**src/rtl/mul_unit_if.sv**
```systemverilog
// rtl/mul_unit_if.sv - request/writeback bundle between the core and the multiply unit
interface mul_unit_if #(
    parameter int WIDTH = 32,
    parameter int AW    = 4
);
    logic             START;
    logic [WIDTH-1:0] OP_A;
    logic [WIDTH-1:0] OP_B;
    logic [WIDTH-1:0] ACC;
    logic             ACCUMULATE;
    logic             SET_FLAGS;
    logic [AW-1:0]    DEST;
    logic             BUSY;
    logic             WE3;
    logic [AW-1:0]    A3;
    logic [WIDTH-1:0] WD3;
    logic             FLAG_WE;
    logic             N_FLAG;
    logic             Z_FLAG;

    modport master (
        output START, OP_A, OP_B, ACC, ACCUMULATE, SET_FLAGS, DEST,
        input  BUSY, WE3, A3, WD3, FLAG_WE, N_FLAG, Z_FLAG
    );

    modport slave (
        input  START, OP_A, OP_B, ACC, ACCUMULATE, SET_FLAGS, DEST,
        output BUSY, WE3, A3, WD3, FLAG_WE, N_FLAG, Z_FLAG
    );
endinterface

```
**src/rtl/mul_unit.sv**
```systemverilog
// rtl/mul_unit.sv - iterative shift-add MUL/MLA unit with early termination
module mul_unit #(
    parameter int WIDTH = 32,
    parameter int AW    = 4
) (
    input  logic     CLK,
    input  logic     RST_N,
    mul_unit_if.slave bus
);
    typedef enum logic [1:0] {
        S_IDLE = 2'd0,
        S_RUN  = 2'd1,
        S_WB   = 2'd2
    } state_t;

    state_t           state_q;
    state_t           state_d;

    logic [WIDTH-1:0] mcand_q;
    logic [WIDTH-1:0] mplr_q;
    logic [WIDTH-1:0] prod_q;
    logic [AW-1:0]    dest_q;
    logic             sflag_q;

    logic [WIDTH-1:0] prod_sum;
    logic [WIDTH-1:0] mplr_shift;
    logic             run_done;

    logic             we3_q;
    logic             flag_we_q;
    logic [AW-1:0]    a3_q;
    logic [WIDTH-1:0] wd3_q;
    logic             n_q;
    logic             z_q;

    // One radix-2 step: conditional add, and detect that no multiplier bits remain
    always_comb begin
        prod_sum   = mplr_q[0] ? (prod_q + mcand_q) : prod_q;
        mplr_shift = mplr_q >> 1;
        run_done   = (mplr_shift == '0);
    end

    // Next-state logic
    always_comb begin
        state_d = state_q;
        case (state_q)
            S_IDLE:  if (bus.START) state_d = S_RUN;
            S_RUN:   if (run_done)  state_d = S_WB;
            S_WB:    state_d = S_IDLE;
            default: state_d = S_IDLE;
        endcase
    end

    // State register
    always_ff @(posedge CLK) begin
        if (!RST_N) state_q <= S_IDLE;
        else        state_q <= state_d;
    end

    // Operand capture in IDLE and shift-add iteration in RUN
    always_ff @(posedge CLK) begin
        if (!RST_N) begin
            mcand_q <= '0;
            mplr_q  <= '0;
            prod_q  <= '0;
            dest_q  <= '0;
            sflag_q <= 1'b0;
        end else begin
            case (state_q)
                S_IDLE: begin
                    if (bus.START) begin
                        mcand_q <= bus.OP_A;
                        mplr_q  <= bus.OP_B;
                        prod_q  <= bus.ACCUMULATE ? bus.ACC : '0;
                        dest_q  <= bus.DEST;
                        sflag_q <= bus.SET_FLAGS;
                    end
                end
                S_RUN: begin
                    prod_q  <= prod_sum;
                    mcand_q <= mcand_q << 1;
                    mplr_q  <= mplr_shift;
                end
                default: ;
            endcase
        end
    end

    // Writeback registers: loaded from the final step so they are valid exactly during WB
    always_ff @(posedge CLK) begin
        if (!RST_N) begin
            we3_q     <= 1'b0;
            flag_we_q <= 1'b0;
            a3_q      <= '0;
            wd3_q     <= '0;
            n_q       <= 1'b0;
            z_q       <= 1'b1;
        end else begin
            we3_q     <= 1'b0;
            flag_we_q <= 1'b0;
            if (state_q == S_RUN && run_done) begin
                we3_q     <= 1'b1;
                flag_we_q <= sflag_q;
                a3_q      <= dest_q;
                wd3_q     <= prod_sum;
                n_q       <= prod_sum[WIDTH-1];
                z_q       <= (prod_sum == '0);
            end
        end
    end

    assign bus.BUSY    = (state_q != S_IDLE);
    assign bus.WE3     = we3_q;
    assign bus.FLAG_WE = flag_we_q;
    assign bus.A3      = a3_q;
    assign bus.WD3     = wd3_q;
    assign bus.N_FLAG  = n_q;
    assign bus.Z_FLAG  = z_q;
endmodule

```
**src/flat_wrapper.sv**
```systemverilog
// flat-port wrapper written by rule: the top's interface ports become plain ports
module mul_unit_flat 
#(
    parameter int WIDTH = 32,
    parameter int AW    = 4
)
  (CLK, RST_N, bus_START, bus_OP_A, bus_OP_B, bus_ACC, bus_ACCUMULATE, bus_SET_FLAGS, bus_DEST, bus_BUSY, bus_WE3, bus_A3, bus_WD3, bus_FLAG_WE, bus_N_FLAG, bus_Z_FLAG);
  mul_unit_if #(.WIDTH(WIDTH), .AW(AW)) bus_i ();
  input  logic CLK;
  input  logic RST_N;
  input wire logic [$bits(bus_i.START)-1:0] bus_START;
  input wire logic [$bits(bus_i.OP_A)-1:0] bus_OP_A;
  input wire logic [$bits(bus_i.OP_B)-1:0] bus_OP_B;
  input wire logic [$bits(bus_i.ACC)-1:0] bus_ACC;
  input wire logic [$bits(bus_i.ACCUMULATE)-1:0] bus_ACCUMULATE;
  input wire logic [$bits(bus_i.SET_FLAGS)-1:0] bus_SET_FLAGS;
  input wire logic [$bits(bus_i.DEST)-1:0] bus_DEST;
  output wire logic [$bits(bus_i.BUSY)-1:0] bus_BUSY;
  output wire logic [$bits(bus_i.WE3)-1:0] bus_WE3;
  output wire logic [$bits(bus_i.A3)-1:0] bus_A3;
  output wire logic [$bits(bus_i.WD3)-1:0] bus_WD3;
  output wire logic [$bits(bus_i.FLAG_WE)-1:0] bus_FLAG_WE;
  output wire logic [$bits(bus_i.N_FLAG)-1:0] bus_N_FLAG;
  output wire logic [$bits(bus_i.Z_FLAG)-1:0] bus_Z_FLAG;
  assign bus_i.START = bus_START;
  assign bus_i.OP_A = bus_OP_A;
  assign bus_i.OP_B = bus_OP_B;
  assign bus_i.ACC = bus_ACC;
  assign bus_i.ACCUMULATE = bus_ACCUMULATE;
  assign bus_i.SET_FLAGS = bus_SET_FLAGS;
  assign bus_i.DEST = bus_DEST;
  assign bus_BUSY = bus_i.BUSY;
  assign bus_WE3 = bus_i.WE3;
  assign bus_A3 = bus_i.A3;
  assign bus_WD3 = bus_i.WD3;
  assign bus_FLAG_WE = bus_i.FLAG_WE;
  assign bus_N_FLAG = bus_i.N_FLAG;
  assign bus_Z_FLAG = bus_i.Z_FLAG;
  mul_unit #(.WIDTH(WIDTH), .AW(AW)) u_core (.CLK(CLK), .RST_N(RST_N), .bus(bus_i));
endmodule
```
**config.mk**
```make
export PLATFORM = sky130hd
export DESIGN_NAME = mul_unit_flat
export DESIGN_NICKNAME = d
export VERILOG_FILES = /design/src/rtl/mul_unit_if.sv /design/src/rtl/mul_unit.sv /design/src/flat_wrapper.sv
export SDC_FILE = /design/constraint.sdc
export NUM_CORES = 1
export LEC_CHECK = 0
export ABC_AREA = 1
export BUFFER_PORTS_ARGS = -buffer_cell sky130_fd_sc_hd__buf_2
export CAP_MARGIN = 20
export CORE_MARGIN = 8
export CORE_UTILIZATION = 60
export CTS_CLUSTER_SIZE = 10
export DETAILED_ROUTE_END_ITERATION = 7
export PLACE_DENSITY = 0.84
export SLEW_MARGIN = 20
export SYNTH_ARGS = -nofsm -noshare
export SYNTH_HDL_FRONTEND = slang
export SYNTH_SLANG_ARGS = --single-unit
```
**constraint.sdc**
```tcl
create_clock -name CLK -period 3.5 [get_ports CLK]
set_input_delay 0.7 -clock CLK [delete_from_list [all_inputs] [get_ports CLK]]
set_output_delay 0.7 -clock CLK [all_outputs]
set_load 0.005 [all_outputs]
```
; ---- Word-level counts from Yosys, hierarchy flattened
; Index checks and enable logic that the tools add are counted.
[totals]
ff_bits = 143
inputBits = 105
out_inout_bits = 41
elab_cells = 38
[op_classes]
addsub = 1
n_eq_ne = 3
mux = 12
reduce_logical = 10
[op_table]
columns = operator, n
row1 = case mux 32 bit (2 select lines), 3
row2 = two-way mux 32 bit, 5
row3 = logical NOT 32 bit, 2
row4 = adder 32 bit, 1
row5 = AND reduction 2 bit, 4
row6 = two-way mux 2 bit, 2
row7 = case mux 2 bit (2 select lines), 1
row8 = nonzero test 2 bit, 2
row9 = == test 2 x 1 -> 1 bit (second input constant), 1
row10 = logical NOT 2 bit, 1
row11 = inequality test 2 x 1 -> 1 bit (second input constant), 1
row12 = inequality test 2 bit (second input constant), 1
row13 = logical AND 1 bit, 1
row14 = two-way mux 1 bit, 1

; ---- Logic depth before layout (Yosys ltp)
; Gate-level depths: netlist of run 1.
[depth]
word_depth = 3
ltp_mapped = 19

; ---- Least setup slack after synthesis of run 1
; Ideal clock, no wire load.
[synth_path]
kind = reg2reg
start = register u_core.prod_q[0]
end = register u_core.z_q (netlist: u_core.bus.Z_FLAG)
setup_time_ns = 0.059
arrival_time_ns = 2.077
slack_ns = 1.364
path_stages_with_launch = 20
cell_sequence = dfxtp_1 ha_1 fa_1 nand2_1 nand3_2 nand3_1 nand2_1 nand2_1 nand2_1 nand2_1 nand2_1 nand2_1 nand2_1 nand2_1 nand3_1 nand2_1 nand2_1 nor2_1 nand2_1 nand2_1
[synth_via]
elab_chain_len = 3
[synth_lines]
columns = item, line
row1 = start: declaration, mul_unit.sv:21  ; logic [WIDTH-1:0] prod_q;
row2 = start signal: assignment, mul_unit.sv:74  ; prod_q <= bus.ACCUMULATE ? bus.ACC : '0;
row3 = start signal: assignment, mul_unit.sv:80  ; prod_q <= prod_sum;
row4 = adder 32 bit, mul_unit.sv:38  ; prod_sum = mplr_q[0] ? (prod_q + mcand_q) : prod_q;
row5 = two-way mux 32 bit *, mul_unit.sv:38
row6 = logical NOT 32 bit *, mul_unit.sv:107  ; z_q <= (prod_sum == '0);
row7 = end signal: assignment, mul_unit.sv:107
row8 = end: declaration, mul_unit.sv:34  ; logic z_q;
; Mark *: on every way between the ends. The rest lies on a longest branch, timed or not.
; A chain may end at the register's enable or synchronous reset.

; ---- Final worst setup path of run 1
[layout_path]
start = register u_core.mcand_q[0]
end = register u_core.z_q (netlist: u_core.bus.Z_FLAG)
[layout_via]
elab_chain_len = 3
[layout_lines]
columns = item, line
row1 = start: declaration, mul_unit.sv:19  ; logic [WIDTH-1:0] mcand_q;
row2 = start signal: assignment, mul_unit.sv:72  ; mcand_q <= bus.OP_A;
row3 = start signal: assignment, mul_unit.sv:81  ; mcand_q <= mcand_q << 1;
row4 = adder 32 bit, mul_unit.sv:38
row5 = two-way mux 32 bit, mul_unit.sv:38
row6 = logical NOT 32 bit, mul_unit.sv:107
; No other way between the ends.

==> flow_summary_export.csv, run 1 <==
group,metric,value,unit
status,status,"complete, no violations",
global_route,grt-ovfl-total,0,
worst_setup_path,required,3.87,ns
final_layout,syn2layout_area_growth,15.4,%
power,cellPowerDensity,449,mW/mm2
worst_setup_path,crit_top_cell,"nand2_1",
final_layout,stdcell_count,1699,
timing,period_share,76.7,%
logic_synthesis,synth_cell_types,35,
route,drtAntennaViolNets,0,
route,vias,9616,
global_route,grt_antenna_before_repair,0,
floorplanning,dieHeight,136,um
timing,setup_viol,0,
place,gp_congestion,0.953,
clock_network,cts_max_path_buffers,2,
worst_setup_path,worstPathArrival,3.05,ns
worst_setup_path,path_delay_family,"simple AND/OR/NAND/NOR gates",
clock_network,htree_levels,4,
logic_synthesis,synth_area,0.00861,mm2
floorplanning,io_pins,146,
timing,tightest_slew,0.932,ns
timing,finalSetupTns,0,ns
logic_synthesis,synth-seq-cells,142,
logic_synthesis,synth_top_area_cell,"dfxtp_1",
clock_network,clk_latency,0.43,ns
timing,timing.fmax,373,MHz
clock_network,cts_buffers,17,
timing,rsz0062_at_grt,"false",
timing,worst_slew_margin_rel,37.9,%
global_route,grt_max_degree,107,
final_layout,diodes,0,
clock_network,cts_tree,"yes",
logic_synthesis,yosys-top-cells-area,"dfxtp_1 (33%), nand2_1 (22%), nand3_1 (8.0%)",
clock_network,clk_pin_slew,0.06,ns
global_route,grt_util_met2,50.9,%
worst_setup_path,start_kind,"flip-flop",
route,drt-total-wl,28000,um
place,dp.cells,1670,
floorplanning,die_x,136,um
global_route,busiest_layer,"met2",
floorplanning,rows,43,
worst_setup_path,crit_path_top_delay_cell,"fa_1",
timing,hold_violations,0,
route,drtPass1Iterations,6,
worst_setup_path,cpPeakStageDelay,0.47,ns
final_layout,fin_nets,1646,
worst_setup_path,end_kind,"flip-flop",
logic_synthesis,netlist_instances,1402,
power,p_leak,4.94,nW
floorplanning,dieArea,0.0184,mm2
timing,period_needed,2.68,ns
clock_network,clock-root-buffer,"clkbuf_16",
power,peakVddDrop,0.408,mV
floorplanning,coreArea,0.0139,mm2
worst_setup_path,path_cells,"ha_1 -> fa_1 -> nand2_1 -> nand3_2 -> nand3_1 -> nand2_1 -> nand2_1 -> nand2_1 -> nand2_1 -> nand2_1 -> nand2_1 -> nand2_1 -> nand2_1 -> nand3_1 -> nand2_1 -> nand2_1 -> nor2_1 -> nand2_1 -> nand2_1",
global_route,gr-usage-met1,35.5,%
timing,skew,0.0133,ns
global_route,grt_pass1_vias,9083,
route,drc,0,
clock_network,clkSinkCount,142,
job,drv_cap,0,
logic_synthesis,synth_edf_count,0,
logic_synthesis,ys_warn_count,0,
route,viasPerCell,5.66,
logic_synthesis,syn_avg_cell_area,6.14,um2
logic_synthesis,synth_top_area_share,33.0,%
worst_setup_path,cp_max_fo,4,
logic_synthesis,synth_top_flop_cell,"dfxtp_1",
route,drt_iter0_drc,1053,
timing,slew_violations,0,
route,wl_per_cell,16.5,um
logic_synthesis,syn_nets,1539,
logic_synthesis,yosysSeqAreaShare,33.0,%
power,power.total,4.46,mW
worst_setup_path,crit_type,"reg -> reg",
clock_network,post_cts_buffers,0,
global_route,gr-usage-all-layers,30.1,%
global_route,grt_util_met3,6.27,%
global_route,grt_pass1_wl,44300,um
clock_network,ctsHoldBuffers,0,
hold_path,hp-class,"reg -> reg",
place,portBuffers,145,
clock_network,postCtsResizedCells,0,
worst_setup_path,path_buf_inv,0,
logic_synthesis,async_flop_share,0,%
place,dp_hpwl,20200,um
floorplanning,start_util,61.8,%
final_layout,drive_gt1_share,14.1,%
-- kinds of logic after synthesis --
family,share of synthesized area [%]
xor+xnor,0.305
simple gates,36.8
fa+ha+maj,4.74
buf+inv,10.7
compound gates,14.5
flops,33.0
-- layout make-up --
type,instances,area (um2)
inverter,174,653
timing repair buffer,155,813
tap,180,225
clock buffer,18,439
sequential,142,2840
clock inverter,11,113
multi-input combinational,1019,4850
fill,1262,4000
-- registers in the layout, summed over array words and instances (netlist names) --
name / count
u_core.bus.WE3: 1
u_core.mplr_q: 32
u_core.bus.A3: 4
u_core.prod_q: 32
u_core.bus.FLAG_WE: 1
u_core.bus.Z_FLAG: 1
u_core.state_q: 2
u_core.bus.WD3: 31
u_core.bus.N_FLAG: 1
u_core.mcand_q: 32
u_core.sflag_q: 1
u_core.dest_q: 4
-- worst min-delay path: cells and delay by family, from the launching register on --
kind	cells	cell delay, ns
flip-flops	1	0.30
buffers and inverters	1	0.06
AND/OR/NAND/NOR	1	0.04
-- cell usage after synthesis (9+ instances only) --
cell,n
a21oi_1,25
a31oi_1,91
clkbuf_1,53
dfxtp_1,142
ha_1,31
inv_1,167
nand2_1,497
nand3_1,138
nand4_1,16
nor2_1,76
nor3_1,9
o21ai_0,97
or2_2,10
-- cells in the final DEF, fill, tap and decap left out, drive strengths merged, types with 18 or more instances in the layout --
| cell type | Yosys | final |
|---|---|---|
| a21oi | 26 | 26 |
| nor2 | 83 | 83 |
| nand3 | 139 | 139 |
| buf | 14 | 155 |
| inv | 172 | 176 |
| clkbuf | 53 | 18 |
| ha | 31 | 31 |
| o21ai | 97 | 97 |
| nand2 | 501 | 501 |
| a31oi | 91 | 91 |
| dfxtp | 142 | 142 |
-- per-stage QoR --
stage,hold WS [ns],setup slack (ns),cell area (um2),utilization (%)
global placement,0.430,0.888,9390,67.4
CTS,0.435,0.865,9940,71.3
floorplan,0.416,1.36,8610,-
detailed placement,0.428,0.886,9390,67.4
finish,0.436,0.817,9940,71.3
global route,0.461,0.598,9940,71.3
-- routing by layer --
layer | part of all wire (%) | up-vias
met4 | 3.7 | 0
met1 | 40 | 4340
met5 | 0 | -
met2 | 48 | 431
met3 | 7.9 | 87
li1 | - | 4758
-- report_power, final --
| group | switching, mW | leakage (nW) | internal, mW | total (mW) |
|---|---|---|---|---|
| combinational | 0.600 | 3.51 | 0.308 | 0.908 |
| clock | 0.735 | 0.263 | 0.995 | 1.73 |
| sequential | 0.0937 | 1.16 | 1.73 | 1.82 |
| total | 1.43 | 4.94 | 3.03 | 4.46 |
-- final timing paths --
kind / startpoint / end / slack [ns] / cells after the start
max: u_core.mcand_q[0] / u_core.bus.Z_FLAG / 0.82 / 19
min: u_core.sflag_q / u_core.bus.FLAG_WE / 0.44 / 2
max reg2reg: u_core.mcand_q[0] / u_core.bus.Z_FLAG / 0.82 / 19
min reg2reg: u_core.sflag_q / u_core.bus.FLAG_WE / 0.44 / 2
Note: power is estimated with default switching activity, not from simulation.
==> inputs of run 2 (changes only) <==
--- a/config.mk
+++ b/config.mk
@@ -9,10 +9,10 @@
 export BUFFER_PORTS_ARGS = -buffer_cell sky130_fd_sc_hd__buf_2
 export CAP_MARGIN = 20
 export CORE_MARGIN = 8
-export CORE_UTILIZATION = 60
+export CORE_UTILIZATION = 57
 export CTS_CLUSTER_SIZE = 10
 export DETAILED_ROUTE_END_ITERATION = 7
-export PLACE_DENSITY = 0.84
+export PLACE_DENSITY = 0.81
 export SLEW_MARGIN = 20
 export SYNTH_ARGS = -nofsm -noshare
 export SYNTH_HDL_FRONTEND = slang
==> constraint.sdc (replaced) <==
create_clock -name CLK -period 2.5 [get_ports CLK]
set_input_delay 0.5 -clock CLK [delete_from_list [all_inputs] [get_ports CLK]]
set_output_delay 0.5 -clock CLK [all_outputs]
set_load 0.005 [all_outputs]
==> flow_summary_export.csv, run 2 (same netlist as run 1, synthesis figures left out) <==
group,metric,value,unit
status,status,"complete, no violations",
worst_setup_path,end_kind,"flip-flop",
global_route,grt_pass1_wl,46300,um
power,peakVddDrop,0.617,mV
power,power.total,6.89,mW
clock_network,clk_pin_slew,0.07,ns
route,drt_iter0_drc,1044,
place,gp_congestion,1.01,
worst_setup_path,path_cells,"ha_4 -> fa_2 -> nand2_2 -> nand3_4 -> nand3_2 -> nand2_1 -> nand2_1 -> nand2_2 -> nand2_2 -> nand2_1 -> nand2_1 -> nand2_1 -> nand2_1 -> nand3_1 -> nand2_1 -> nand2_1 -> nor2_1 -> nand2_1 -> nand2_1",
floorplanning,rows,45,
timing,skew,0.00748,ns
worst_setup_path,crit_type,"reg -> reg",
route,drc,0,
global_route,grt_pass1_vias,9318,
timing,period_needed,2.38,ns
global_route,grt_max_degree,88,
final_layout,top_regs,"u_core.mcand_q (32), u_core.mplr_q (32), u_core.prod_q (32)",
route,drtAntennaViolNets,0,
worst_setup_path,path_delay_family,"simple AND/OR/NAND/NOR gates",
floorplanning,dieArea,0.0193,mm2
timing,slew_violations,0,
route,drt-total-wl,29000,um
timing,finalSetupTns,0,ns
route,viasPerCell,5.70,
final_layout,fin_nets,1667,
final_layout,mostFrequentLayoutCells,"nand2_1 (484), inv_1 (167), buf_2 (145)",
final_layout,syn2layout_area_growth,22.6,%
timing,hold_violations,0,
floorplanning,die_x,139,um
final_layout,drive_gt1_share,19.1,%
clock_network,clock-root-buffer,"clkbuf_16",
route,wl_per_cell,16.8,um
floorplanning,coreArea,0.0150,mm2
global_route,grt_antenna_before_repair,0,
power,p_leak,5.09,nW
worst_setup_path,crit_top_cell,"nand2_1",
final_layout,nFillCells,1314,
timing,worst_slew_margin_rel,52.6,%
worst_setup_path,cp_max_fo,4,
worst_setup_path,path_buf_inv,0,
clock_network,clkSinkCount,142,
clock_network,clk_latency,0.43,ns
hold_path,hp-class,"in -> reg",
clock_network,cts_max_path_buffers,2,
route,vias,9874,
floorplanning,dieHeight,139,um
worst_setup_path,start_kind,"flip-flop",
global_route,grt-ovfl-total,0,
worst_setup_path,reg2reg_slack,0.12,ns
floorplanning,start_util,57.5,%
floorplanning,io_pins,146,
timing,timing.fmax,420,MHz
final_layout,final_common_cell,"nand2_1",
global_route,gr-usage-all-layers,29.4,%
timing,setup_viol,0,
timing,tightest_slew,0.711,ns
clock_network,htree_levels,4,
worst_setup_path,required,2.88,ns
worst_setup_path,worstPathArrival,2.76,ns
job,drv_cap,0,
timing,whs,0.318,ns
worst_setup_path,crit_path_top_delay_cell,"fa_2",
timing,period_share,95.2,%
route,drtPass1Iterations,5,
clock_network,cts_buffers,17,
place,portBuffers,145,
clock_network,cts_tree,"yes",
final_layout,diodes,0,
power,cellPowerDensity,653,mW/mm2
place,dp_hpwl,21100,um
worst_setup_path,cpPeakStageDelay,0.40,ns
## run 2: cell count changes in the layout (fill, tap and decap cells not counted), sizes merged
cell      before  now
clkinv         5    4
clkbuf        18   17
buf          155  176
clkinvlp       3    0
inv          176  181
bufinv         1    4
## run 2: per-layer routing
metal | vias to the layer above | track usage (%) | part of all wire, % | routed length, um
met2 | 514 | 47.2 | 46 | 13200
li1 | 4798 | - | - | -
met1 | 4472 | 35.5 | 41 | 11800
met5 | - | 0 | 0 | 0
met4 | 0 | 16.3 | 3.9 | 1140
met3 | 90 | 7.40 | 9.7 | 2810
## run 2: area by class of cell
class / count / area [um2] / area share, %
tap: 188 / 235 / 2.23
clock inverter: 15 / 241 / 2.29
multi-input combinational: 1019 / 5150 / 48.8
timing repair buffer: 176 / 996 / 9.44
sequential: 142 / 2850 / 27.0
clock buffer: 17 / 425 / 4.03
inverter: 174 / 653 / 6.19
## run 2: repair_timing
item                                    4_1_cts  5_1_grt
pin swaps                                     0       10
endpoints found under the setup margin        1        6
setup buffers                                 0        6
resized for setup                             1       66
hold buffers                                  0        0
## run 2: power by group
part / internal [mW] / switching [mW] / total (mW)
registers: 2.42 / 0.148 / 2.57
logic: 0.532 / 0.887 / 1.42
clock network: 1.73 / 1.18 / 2.91
total: 4.68 / 2.21 / 6.89
## run 2: worst paths after layout
| kind | start | end | cells past startpoint |
|---|---|---|---|
| worst max register to register | u_core.mcand_q[0] | u_core.bus.Z_FLAG | 19 |
| worst max-delay path | u_core.mcand_q[0] | u_core.bus.Z_FLAG | 19 |
| worst min register to register | u_core.sflag_q | u_core.bus.FLAG_WE | 2 |
| worst min-delay path | bus_OP_A[3] | u_core.mcand_q[3] | 3 |
## run 2: worst register-to-register path, delay by kind of cell (launching register included)
kind / cells / cell delay [ns]
AND/OR/NAND/NOR: 17 / 1.41
adder cells (fa/ha/maj): 2 / 0.59
flip-flops: 1 / 0.34
## run 2: metrics by stage
| stage | instance area (um2) | util, % | cells | worst slack (ns) |
|---|---|---|---|---|
| finish | 10600 | 70.5 | 1731 | 0.119 |
| floorplan | 8610 | - | 1402 | 0.364 |
| detailed placement | 9530 | 63.7 | 1693 | 0.0105 |
| global placement | 9530 | 63.7 | 1693 | 0.00915 |
| global route | 10600 | 70.5 | 1731 | -0.0584 |
| CTS | 10200 | 68.1 | 1725 | 0.0124 |
